--- src/rtl/bus_timer_responder_if.sv ---
// CPU-side register bus for bus_timer_responder: address, write strobe/data, read data, interrupt.
// Latency: none; the interface carries wires only.
// Backpressure: none; the bus is always accepted, so there is no ready signal.
interface bus_timer_responder_if #(
    parameter int ADDR_W = 32,
    parameter int DATA_W = 32
) ();
    logic [ADDR_W-1:0] address_i;
    logic              we_i;
    logic [DATA_W-1:0] data_i;
    logic [DATA_W-1:0] data_o;
    logic              irq_o;

    // CPU side drives address/strobe/data and observes read data and interrupt
    modport master (
        output address_i, we_i, data_i,
        input  data_o, irq_o
    );

    // Timer side consumes the access and returns read data and interrupt
    modport slave (
        input  address_i, we_i, data_i,
        output data_o, irq_o
    );
endinterface

--- src/rtl/bus_timer_responder.sv ---
// Memory-mapped prescaled down-counter timer with level irq; optional COUNT capture (BUS_TIMER_CAPTURE_EN).
// Latency: writes land on the next edge; reads return registered data one cycle after the access.
// Backpressure: none; every access completes in a single cycle.
module bus_timer_responder #(
    parameter int              ADDR_W    = 32,
    parameter int              DATA_W    = 32,
    parameter logic [ADDR_W-1:0] BASE_ADDR = ADDR_W'(32'h0000_9000)
) (
    input  logic clk_i,
    input  logic reset_i,
`ifdef BUS_TIMER_CAPTURE_EN
    input  logic capture_i,
`endif
    bus_timer_responder_if.slave bus
);

    localparam logic [ADDR_W-1:0] LP_WIN_TOP = BASE_ADDR + ADDR_W'(32'h1F);

    typedef enum logic {
        ST_IDLE = 1'b0,
        ST_RUN  = 1'b1
    } state_t;

    // Architectural registers
    logic [2:0]        r_ctrl;      // {IRQ_EN, AUTO_RELOAD, EN}
    logic [15:0]       r_prescale;
    logic [DATA_W-1:0] r_load;
    logic [DATA_W-1:0] r_count;
    logic              r_pend;
    logic [15:0]       r_pcnt;      // prescale phase counter
    state_t            r_state;
    logic [DATA_W-1:0] r_data_o;
    logic              r_irq;

    // Decode and next-state wires
    logic              w_hit;
    logic [2:0]        w_off;
    logic              w_wr;
    logic              w_rd;
    logic              w_wr_ctrl;
    logic              w_wr_prescale;
    logic              w_wr_load;
    logic              w_wr_count;
    logic              w_wr_status;
    logic              w_tick;
    logic              w_expire;
    logic [2:0]        w_ctrl_nxt;
    logic [DATA_W-1:0] w_count_nxt;
    logic              w_pend_nxt;
    logic [15:0]       w_pcnt_nxt;
    logic [DATA_W-1:0] w_rd_dat;

    // Address window decode; the low two address bits never select anything
    always_comb begin
        w_hit         = (bus.address_i >= BASE_ADDR) && (bus.address_i <= LP_WIN_TOP);
        w_off         = bus.address_i[4:2];
        w_wr          = w_hit && bus.we_i;
        w_rd          = w_hit && !bus.we_i;
        w_wr_ctrl     = w_wr && (w_off == 3'd0);
        w_wr_prescale = w_wr && (w_off == 3'd1);
        w_wr_load     = w_wr && (w_off == 3'd2);
        w_wr_count    = w_wr && (w_off == 3'd3);
        w_wr_status   = w_wr && (w_off == 3'd4);
    end

    // Timer next-state: bus writes take priority over hardware updates, except PEND where set wins
    always_comb begin
        w_tick   = (r_state == ST_RUN) && (r_pcnt == r_prescale);
        w_expire = w_tick && (r_count == '0);

        w_ctrl_nxt = r_ctrl;
        if (w_expire && !r_ctrl[1]) begin
            w_ctrl_nxt[0] = 1'b0;
        end
        if (w_wr_ctrl) begin
            w_ctrl_nxt = bus.data_i[2:0];
        end

        w_count_nxt = r_count;
        if (w_wr_count) begin
            w_count_nxt = bus.data_i;
        end else if (w_tick) begin
            if (r_count != '0) begin
                w_count_nxt = r_count - DATA_W'(1);
            end else if (r_ctrl[1]) begin
                w_count_nxt = r_load;
            end
        end

        w_pend_nxt = w_expire || (r_pend && !(w_wr_status && bus.data_i[0]));

        // Phase restarts on COUNT/PRESCALE writes and whenever the timer is or becomes idle
        w_pcnt_nxt = '0;
        if (!w_wr_count && !w_wr_prescale && w_ctrl_nxt[0] &&
            (r_state == ST_RUN) && !w_tick) begin
            w_pcnt_nxt = r_pcnt + 16'd1;
        end
    end

`ifdef BUS_TIMER_CAPTURE_EN
    logic              r_cap_s1;
    logic              r_cap_s2;
    logic              r_cap_s3;
    logic [DATA_W-1:0] r_capture;

    // Two-flop synchroniser on capture_i, then latch the current (pre-update) COUNT on a rising edge
    always_ff @(posedge clk_i or negedge reset_i) begin
        if (!reset_i) begin
            r_cap_s1  <= 1'b0;
            r_cap_s2  <= 1'b0;
            r_cap_s3  <= 1'b0;
            r_capture <= '0;
        end else begin
            r_cap_s1 <= capture_i;
            r_cap_s2 <= r_cap_s1;
            r_cap_s3 <= r_cap_s2;
            if (r_cap_s2 && !r_cap_s3) begin
                r_capture <= r_count;
            end
        end
    end
`endif

    // Read mux: zero outside the window, for writes, reserved offsets and unused upper bits
    always_comb begin
        w_rd_dat = '0;
        if (w_rd) begin
            case (w_off)
                3'd0:    w_rd_dat[2:0]  = r_ctrl;
                3'd1:    w_rd_dat[15:0] = r_prescale;
                3'd2:    w_rd_dat       = r_load;
                3'd3:    w_rd_dat       = r_count;
                3'd4:    w_rd_dat[1:0]  = {(r_state == ST_RUN), r_pend};
`ifdef BUS_TIMER_CAPTURE_EN
                3'd5:    w_rd_dat       = r_capture;
`endif
                default: w_rd_dat       = '0;
            endcase
        end
    end

    // Register file and prescale phase update
    always_ff @(posedge clk_i or negedge reset_i) begin
        if (!reset_i) begin
            r_ctrl     <= '0;
            r_prescale <= '0;
            r_load     <= '0;
            r_count    <= '0;
            r_pend     <= 1'b0;
            r_pcnt     <= '0;
        end else begin
            r_ctrl  <= w_ctrl_nxt;
            r_count <= w_count_nxt;
            r_pend  <= w_pend_nxt;
            r_pcnt  <= w_pcnt_nxt;
            if (w_wr_prescale) begin
                r_prescale <= bus.data_i[15:0];
            end
            if (w_wr_load) begin
                r_load <= bus.data_i;
            end
        end
    end

    // Run/idle FSM follows the next EN value so counting starts the cycle after EN is written; drives registered outputs
    always_ff @(posedge clk_i or negedge reset_i) begin
        if (!reset_i) begin
            r_state  <= ST_IDLE;
            r_data_o <= '0;
            r_irq    <= 1'b0;
        end else begin
            case (r_state)
                ST_IDLE: if (w_ctrl_nxt[0])  r_state <= ST_RUN;
                ST_RUN:  if (!w_ctrl_nxt[0]) r_state <= ST_IDLE;
                default: r_state <= ST_IDLE;
            endcase
            r_data_o <= w_rd_dat;
            r_irq    <= w_pend_nxt && w_ctrl_nxt[2];
        end
    end

    assign bus.data_o = r_data_o;
    assign bus.irq_o  = r_irq;

endmodule
--- src/flat_wrapper.sv ---
// flat-port wrapper written by rule: the top's interface ports become plain ports
module bus_timer_responder_flat 
#(
    parameter int              ADDR_W    = 32,
    parameter int              DATA_W    = 32,
    parameter logic [ADDR_W-1:0] BASE_ADDR = ADDR_W'(32'h0000_9000)
)
  (clk_i, reset_i, bus_address_i, bus_we_i, bus_data_i, bus_data_o, bus_irq_o);
  bus_timer_responder_if #(.ADDR_W(ADDR_W), .DATA_W(DATA_W)) bus_i ();
  input  logic clk_i;
  input  logic reset_i;
  input wire logic [$bits(bus_i.address_i)-1:0] bus_address_i;
  input wire logic [$bits(bus_i.we_i)-1:0] bus_we_i;
  input wire logic [$bits(bus_i.data_i)-1:0] bus_data_i;
  output wire logic [$bits(bus_i.data_o)-1:0] bus_data_o;
  output wire logic [$bits(bus_i.irq_o)-1:0] bus_irq_o;
  assign bus_i.address_i = bus_address_i;
  assign bus_i.we_i = bus_we_i;
  assign bus_i.data_i = bus_data_i;
  assign bus_data_o = bus_i.data_o;
  assign bus_irq_o = bus_i.irq_o;
  bus_timer_responder #(.ADDR_W(ADDR_W), .DATA_W(DATA_W), .BASE_ADDR(BASE_ADDR)) u_core (.clk_i(clk_i), .reset_i(reset_i), .bus(bus_i));
endmodule
--- config.mk ---
export PLATFORM = sky130hd
export DESIGN_NAME = bus_timer_responder_flat
export DESIGN_NICKNAME = d
export VERILOG_FILES = /design/src/rtl/bus_timer_responder_if.sv /design/src/rtl/bus_timer_responder.sv /design/src/flat_wrapper.sv
export SDC_FILE = /design/constraint.sdc
export NUM_CORES = 1
export LEC_CHECK = 0
export ABC_CLOCK_PERIOD_IN_PS = 3000
export BUFFER_PORTS_ARGS = -buffer_cell sky130_fd_sc_hd__buf_2
export CAP_MARGIN = 20
export CORE_MARGIN = 2
export CORE_UTILIZATION = 52
export DETAILED_ROUTE_END_ITERATION = 10
export PLACE_DENSITY = 0.81
export SETUP_SLACK_MARGIN = 0.05
export SYNTH_ARGS = -nofsm -noshare
export SYNTH_HDL_FRONTEND = slang
export SYNTH_SLANG_ARGS = --single-unit
--- constraint.sdc ---
create_clock -name clk_i -period 3 [get_ports clk_i]
set_clock_uncertainty 0.1 [all_clocks]
set_input_delay 0 -clock clk_i [delete_from_list [all_inputs] [get_ports clk_i]]
set_output_delay 0 -clock clk_i [all_outputs]
set_load 0.005 [all_outputs]
-- Word-level counts from Yosys, hierarchy flattened
Cells that the tools add are included.
- $mul: 0
- $add $sub $neg: 2
- divide/modulo/power cells: 0
- reduce and logical (&&, ||, !) cells: 31
- multiplexer cells: 13
- bitwise logic cells: 0
- magnitude comparators: 2
- equality and inequality tests: 5
- shifts and indexed selects: 0
- operator list (kind ; count):
    32-bit two-way mux ; 5
    13-bit case mux with 3 select lines ; 1
    32-bit by 16-bit >= comparator with 1-bit output, second input constant ; 1
    32-bit by 16-bit less-or-equal comparator with 1-bit output, second input constant ; 1
    32-bit logical NOT ; 1
    16-bit case mux with 2 select lines ; 1
    32-bit nonzero test ; 1
    32-bit by 1-bit subtractor with 32-bit output, second input constant ; 1
    1-bit logical AND ; 18
    16-bit by 1-bit adder with 16-bit output, second input constant ; 1
    16-bit equality test ; 1
    16-bit two-way mux ; 1
    2-bit case mux with 5 select lines ; 1
    3-bit by 2-bit equality test with 1-bit output, second input constant ; 2
    1-bit logical NOT ; 6
    1-bit case mux with 4 select lines ; 1
    3-bit by 1-bit equality test with 1-bit output, second input constant ; 1
    3-bit equality test, second input constant ; 1
    3-bit logical NOT ; 1
    3-bit two-way mux ; 1
    3-bit nonzero test ; 1
    1-bit two-way mux ; 2
    2-bit AND reduction ; 1
    2-bit nonzero test ; 1
    1-bit logical OR ; 1
- bits of input ports: 67
- logic and storage cells: 63
- flip-flop bits (word level): 134
- latch bits: 0
- bits in writable memories: 0
- output and inout port bits: 33
- ROM bits: 0
- memories kept: 0

-- Depth between registers and ports, before layout
- word-level depth: 10
- mapped depth: 10
- mapped depth without buffers: 8

-- Worst setup path after synthesis
No wires, ideal clock.
- path kind: reg-to-reg
- from: register u_core.r_count[0]
- to: register u_core.r_count[6]
- data arrival time: 2298 ps
- required time: 2768 ps
- cell stages (with the launch flop): 11
- path slack: 471 ps
- clock period less this slack: 2529 ps
- buffers on the path: 2
- cell sequence: dfrtp_1 -> inv_1 -> ha_1 -> or3b_2 -> nor2_2 -> nand4_1 -> buf_2 -> clkbuf_1 -> a21oi_1 -> a2bb2oi_1 -> o21ai_1
- word-level cells in the longest chain between the ends: 4
- elaborated cells between the ends (all ways): 7
- RTL lines (item ; RTL line ; text):
    start: declaration ; bus_timer_responder.sv:28 ; logic [DATA_W-1:0] r_count;
    start signal: assignment ; bus_timer_responder.sv:153 ; r_count <= w_count_nxt;
    32-bit by 1-bit subtractor with 32-bit output or 32-bit nonzero test (tied branches) ; bus_timer_responder.sv:84, bus_timer_responder.sv:83 ;
    32-bit two-way mux ; bus_timer_responder.sv:83 ; if (r_count != '0) begin
    32-bit two-way mux ; bus_timer_responder.sv:82 ; end else if (w_tick) begin
    32-bit two-way mux ; bus_timer_responder.sv:80 ; if (w_wr_count) begin
Parallel ways exist; a longest one is shown, timed or not. The select of a mux whose other input is x is not followed.
A chain may end at the register's enable or synchronous reset.

-- Worst setup path in the final report
- from: register u_core.r_pcnt[7]
- to: register u_core.r_count[4]
- word-level cells in the longest chain between the ends: 4
- RTL lines (item ; RTL line ; text):
    start: declaration ; bus_timer_responder.sv:30 ; logic [15:0] r_pcnt;
    start signal: assignment ; bus_timer_responder.sv:155 ; r_pcnt <= w_pcnt_nxt;
    16-bit equality test ; bus_timer_responder.sv:68 ; w_tick = (r_state == ST_RUN) && (r_pcnt == r_prescale);
    1-bit logical AND ; bus_timer_responder.sv:68 ;
    2-bit nonzero test (no line) ; -- ;
    2-bit AND reduction (no line) ; -- ;
Every way passes these cells.

==> qor.log <==
[sta] final setup TNS 0 ns
[floorplan] Die ar. 0.0144 mm^2
[final_layout] Post-Layout Inst Area 0.00876 mm^2
[drt] number of DRC markers in iteration 0 697
[drt] number of nets with antenna violations after detailed routing 0
[final_layout] Final #Nets 896
[global_routing] antenna violations before repair 0
[floorplan] number of top-level design ports 100
[logic_synthesis] syn avg cell area 10.3 um^2
[floorplan] vertical die dimension 120 um
[final_layout] fill cell total of the finished layout 1012
[logic_synthesis] number of synthesized flops with an enable pin 0
[flow_run] total of max-cap violations 0
[clocking] clock insertion delay at the later pin of the skew report 0.42 ns
[sta] Max transition margin 35.9%
[floorplan] number of rows created at floorplan 42
[global_routing] global route overflow 0
[logic_synthesis] cell area after synthesis 0.00699 mm^2
[critical_path] top cell family by delay on the critical path simple AND/OR/NAND/NOR gates
[logic_synthesis] dominant combinational cell family by area after synthesis simple AND/OR/NAND/NOR gates
[floorplan] effective utilization at floorplan 53.0%
[global_routing] maximum number of pins on one net before global-route repair 59
[sta] Final Max Tran Viols 0
[power_and_ir_drop] static power due to leakage 3.98 nW
[sta] max frequency 347 MHz
[drt] Vias/cell 6.12
[power_and_ir_drop] switching power share of the total 20.8%
[sta] ratio of final minimum period to clock period 96.2%
[critical_path] Bufs and invs on worst path 2
[sta] Tightest Pin Transition 0.960 ns
[logic_synthesis] YS warnings 0
[critical_path] maximum cell stage delay along the critical path 0.56 ns
[critical_path] data required time at the worst endpoint 3.24 ns
[logic_synthesis] synthesis-stage register bit count 133
[final_layout] Inserted Diodes 0
[critical_path] largest fanout on the critical path 14
[global_routing] vias in the first global route 6374
[logic_synthesis] adder-cell area share of the yosys netlist 0.358%
[logic_synthesis] area leader, netlist dfrtp_1
[drt] overall via count from detail_route 6215
[power_and_ir_drop] clock share of power 51.7%
[power_and_ir_drop] Internal Pwr Total 3.25 mW
[critical_path] Setup crit start kind flop
[logic_synthesis] simple logic cell fraction of the synthesized area 19.9%
[clocking] number of CTS-inserted buffers 17
[critical_path] number of cells on the critical path 8
[critical_path] path type of the worst setup path reg2reg
[clocking] deepest clock path buffer count 2
[critical_path] kind of end point of the critical path flop
[floorplan] standard cell core area 0.0132 mm^2
[clocking] clock slew at the register clock pins of the worst setup and hold paths 0.06 ns
[power_and_ir_drop] power density over cell area 468 mW/mm^2
[critical_path] path depth of the worst reg2reg path 8
[drt] length of the first detailed-routing pass in iterations 5
[sta] Hold Vio Cnt, Final 0
[logic_synthesis] post-synthesis net count 745
[final_layout] Layout Area Growth over Synthesis 25.4%
[logic_synthesis] Compound-Gate Fraction of Synth Area 12.4%
[logic_synthesis] fraction of synthesized cell area taken by the top area cell type 47.6%
[place] detailed placer's ending HPWL 13700 um
[place] RD Place Congestion 0.959
[drt] post-route DRC violation count 0
[critical_path] signal arrival time at the worst endpoint 3.12 ns
[logic_synthesis] Post-synth top flop dfrtp_1
[clocking] H-tree depth 4
[drt] Detailed Route WL 20100 um
[run_status] run status completed
[final_layout] fraction of layout instances using a drive strength above 1 29.4%
[power_and_ir_drop] power share of the sequential group 43.7%
[clocking] TritonCTS clock tree built
[place] placed cell areas 0.00780 mm^2
[power_and_ir_drop] switching power 854 uW
[logic_synthesis] mux cell area share after synthesis 11.3%
[sta] setup repair after global routing missed its margin no
[logic_synthesis] cell count after synthesis 676
[logic_synthesis] sequential fraction of the synthesis area 47.6%
[critical_path] Crit path top cell by count buf_4
[global_routing] gr usage total 29.1%
[logic_synthesis] Synth cell types 59
[floorplan] Horiz. Die Dim 120 um
[worst_hold_path] worst hold path cell count 6
[worst_hold_path] hold crit path type in2reg
[global_routing] first-pass GRT wire length 32700 um
[power_and_ir_drop] Combinational Power Share 4.6%
[critical_path] series of cell instances along the critical path xor2_1, or4_4, nor4_4, buf_4, nand2_1, buf_4, or4_1, a31oi_1
[power_and_ir_drop] worst ir drop on vdd 438 uV
[clocking] cell chosen for the clock root clkbuf_16
[logic_synthesis] main area contributors after synthesis dfrtp_1, mux2_2, nor2_1
[power_and_ir_drop] Total Power 4.11 mW
[critical_path] highest-delay cell along the critical path or4_4
[drt] average wire per standard cell 19.8 um
[sta] number of failing setup endpoints in the final timing report 0
[sta] min cycle time layout 2.88 ns
[clocking] total number of clock tree sinks 133
[logic_synthesis] fraction of registers with async set or reset after synthesis 100%
[logic_synthesis] xor/xnor share of the synthesized area 5.51%
[place] I/O Buffers 97
-- repair_timing --
action,CTS,global route
gates resized for setup,0,1
endpoints found under the setup margin,0,4
setup buffers,0,0
hold endpoints to repair,188,0
hold buffers,35,0
-- cell type report --
type                    count  area [um^2]  share of cell area [%]
flip-flops and latches    133         3330                    38.0
inverters                   9         33.8                   0.385
clock inverters             9          125                    1.43
well taps                 176          220                    2.51
multi-input cells         499         3470                    39.5
repair buffers            167         1110                    12.7
clock buffers              23          478                    5.45
-- synthesized netlist by cell type (all sizes together), types with 6 or more instances --
cell type	count
nor2	90
a22oi	31
nor3	18
nand3	22
dfrtp	133
nand4	17
xor2	21
a31oi	11
inv	9
clkbuf	18
o21ai	15
a211o	6
nor4	16
nand2	23
xnor2	23
buf	17
a21oi	44
mux2	64
and3	18
or4	18
and2	7
-- worst register-to-register path: stages (launching register included) --
cell     delay (ns)
dfrtp_1        0.44
xor2_1         0.18
or4_4          0.56
nor4_4         0.37
buf_4          0.18
nand2_1        0.05
buf_4          0.21
or4_1          0.52
a31oi_1        0.19
-- per-layer routing --
layer	share of wire (%)	global-route usage (%)	routed length (um)	up-vias
li1	-	-	-	2786
met1	42	37.6	8360	3101
met2	49	47.6	9910	291
met3	7.0	6.61	1410	37
met4	2.3	11.5	455	0
met5	0	0	0	-
-- power by group through the flow --
stage	sequential, mW	clock (mW)	combinational [mW]
after CTS	1.79	2.14	0.190
after floorplan	1.83	0	0.0451
after detailed placement	1.83	0	0.154
final	1.80	2.12	0.189
after global placement	1.83	0	0.150
after global routing	1.79	2.21	0.209
-- kinds of logic (layout without fill, tap and decap cells) --
family | Yosys count | count (layout)
fa+ha+maj | 2 | 2
mux | 67 | 67
simple gates | 254 | 254
flops | 133 | 133
compound gates | 132 | 132
xor+xnor | 44 | 44
buf+inv | 44 | 208
-- through the flow --
stage	hold slack [ns]	utilization, %	std cells	worst slack, ns
floorplan	-0.396	-	676	0.471
global route	0.0777	66.4	1016	0.0667
CTS	0.0320	66.4	1016	0.0970
global placement	-0.0729	59.2	949	0.216
finish	0.0365	66.4	1016	0.115
detailed placement	-0.0601	59.2	949	0.100
-- registers in the layout, summed over array words and instances, names as in the netlist --
name and count:
u_core.r_ctrl 3, u_core.r_pend 1, u_core.bus.data_o 32, u_core.r_pcnt 16
u_core.r_count 32, u_core.r_prescale 16, u_core.bus.irq_o 1, u_core.r_load 32
-- cells in the final DEF (no fill, tap or decap), types with 18 or more instances in the layout --
cell / count
a21oi_1: 44
a22oi_1: 31
and3_1: 18
buf_2: 96
buf_4: 35
dfrtp_1: 133
dlygate4sd3_1: 35
mux2_2: 64
nand2_1: 23
nand3_1: 20
nor2_1: 88
xnor2_1: 23
xor2_1: 21
-- path summary, 6_finish.rpt --
| path | start | to | slack [ns] |
|---|---|---|---|
| max | u_core.r_pcnt[7] | u_core.r_count[4] | 0.12 |
| min in group asynchronous | reset_i | u_core.r_count[29] | 0.05 |
| max reg2reg | u_core.r_pcnt[7] | u_core.r_count[4] | 0.12 |
| min reg2reg | u_core.r_load[8] | u_core.r_load[8] | 0.43 |
| max in group asynchronous | reset_i | u_core.r_prescale[4] | 1.90 |
| min | bus_we_i | u_core.r_count[28] | 0.04 |
Note: power is estimated with default switching activity, not from simulation.
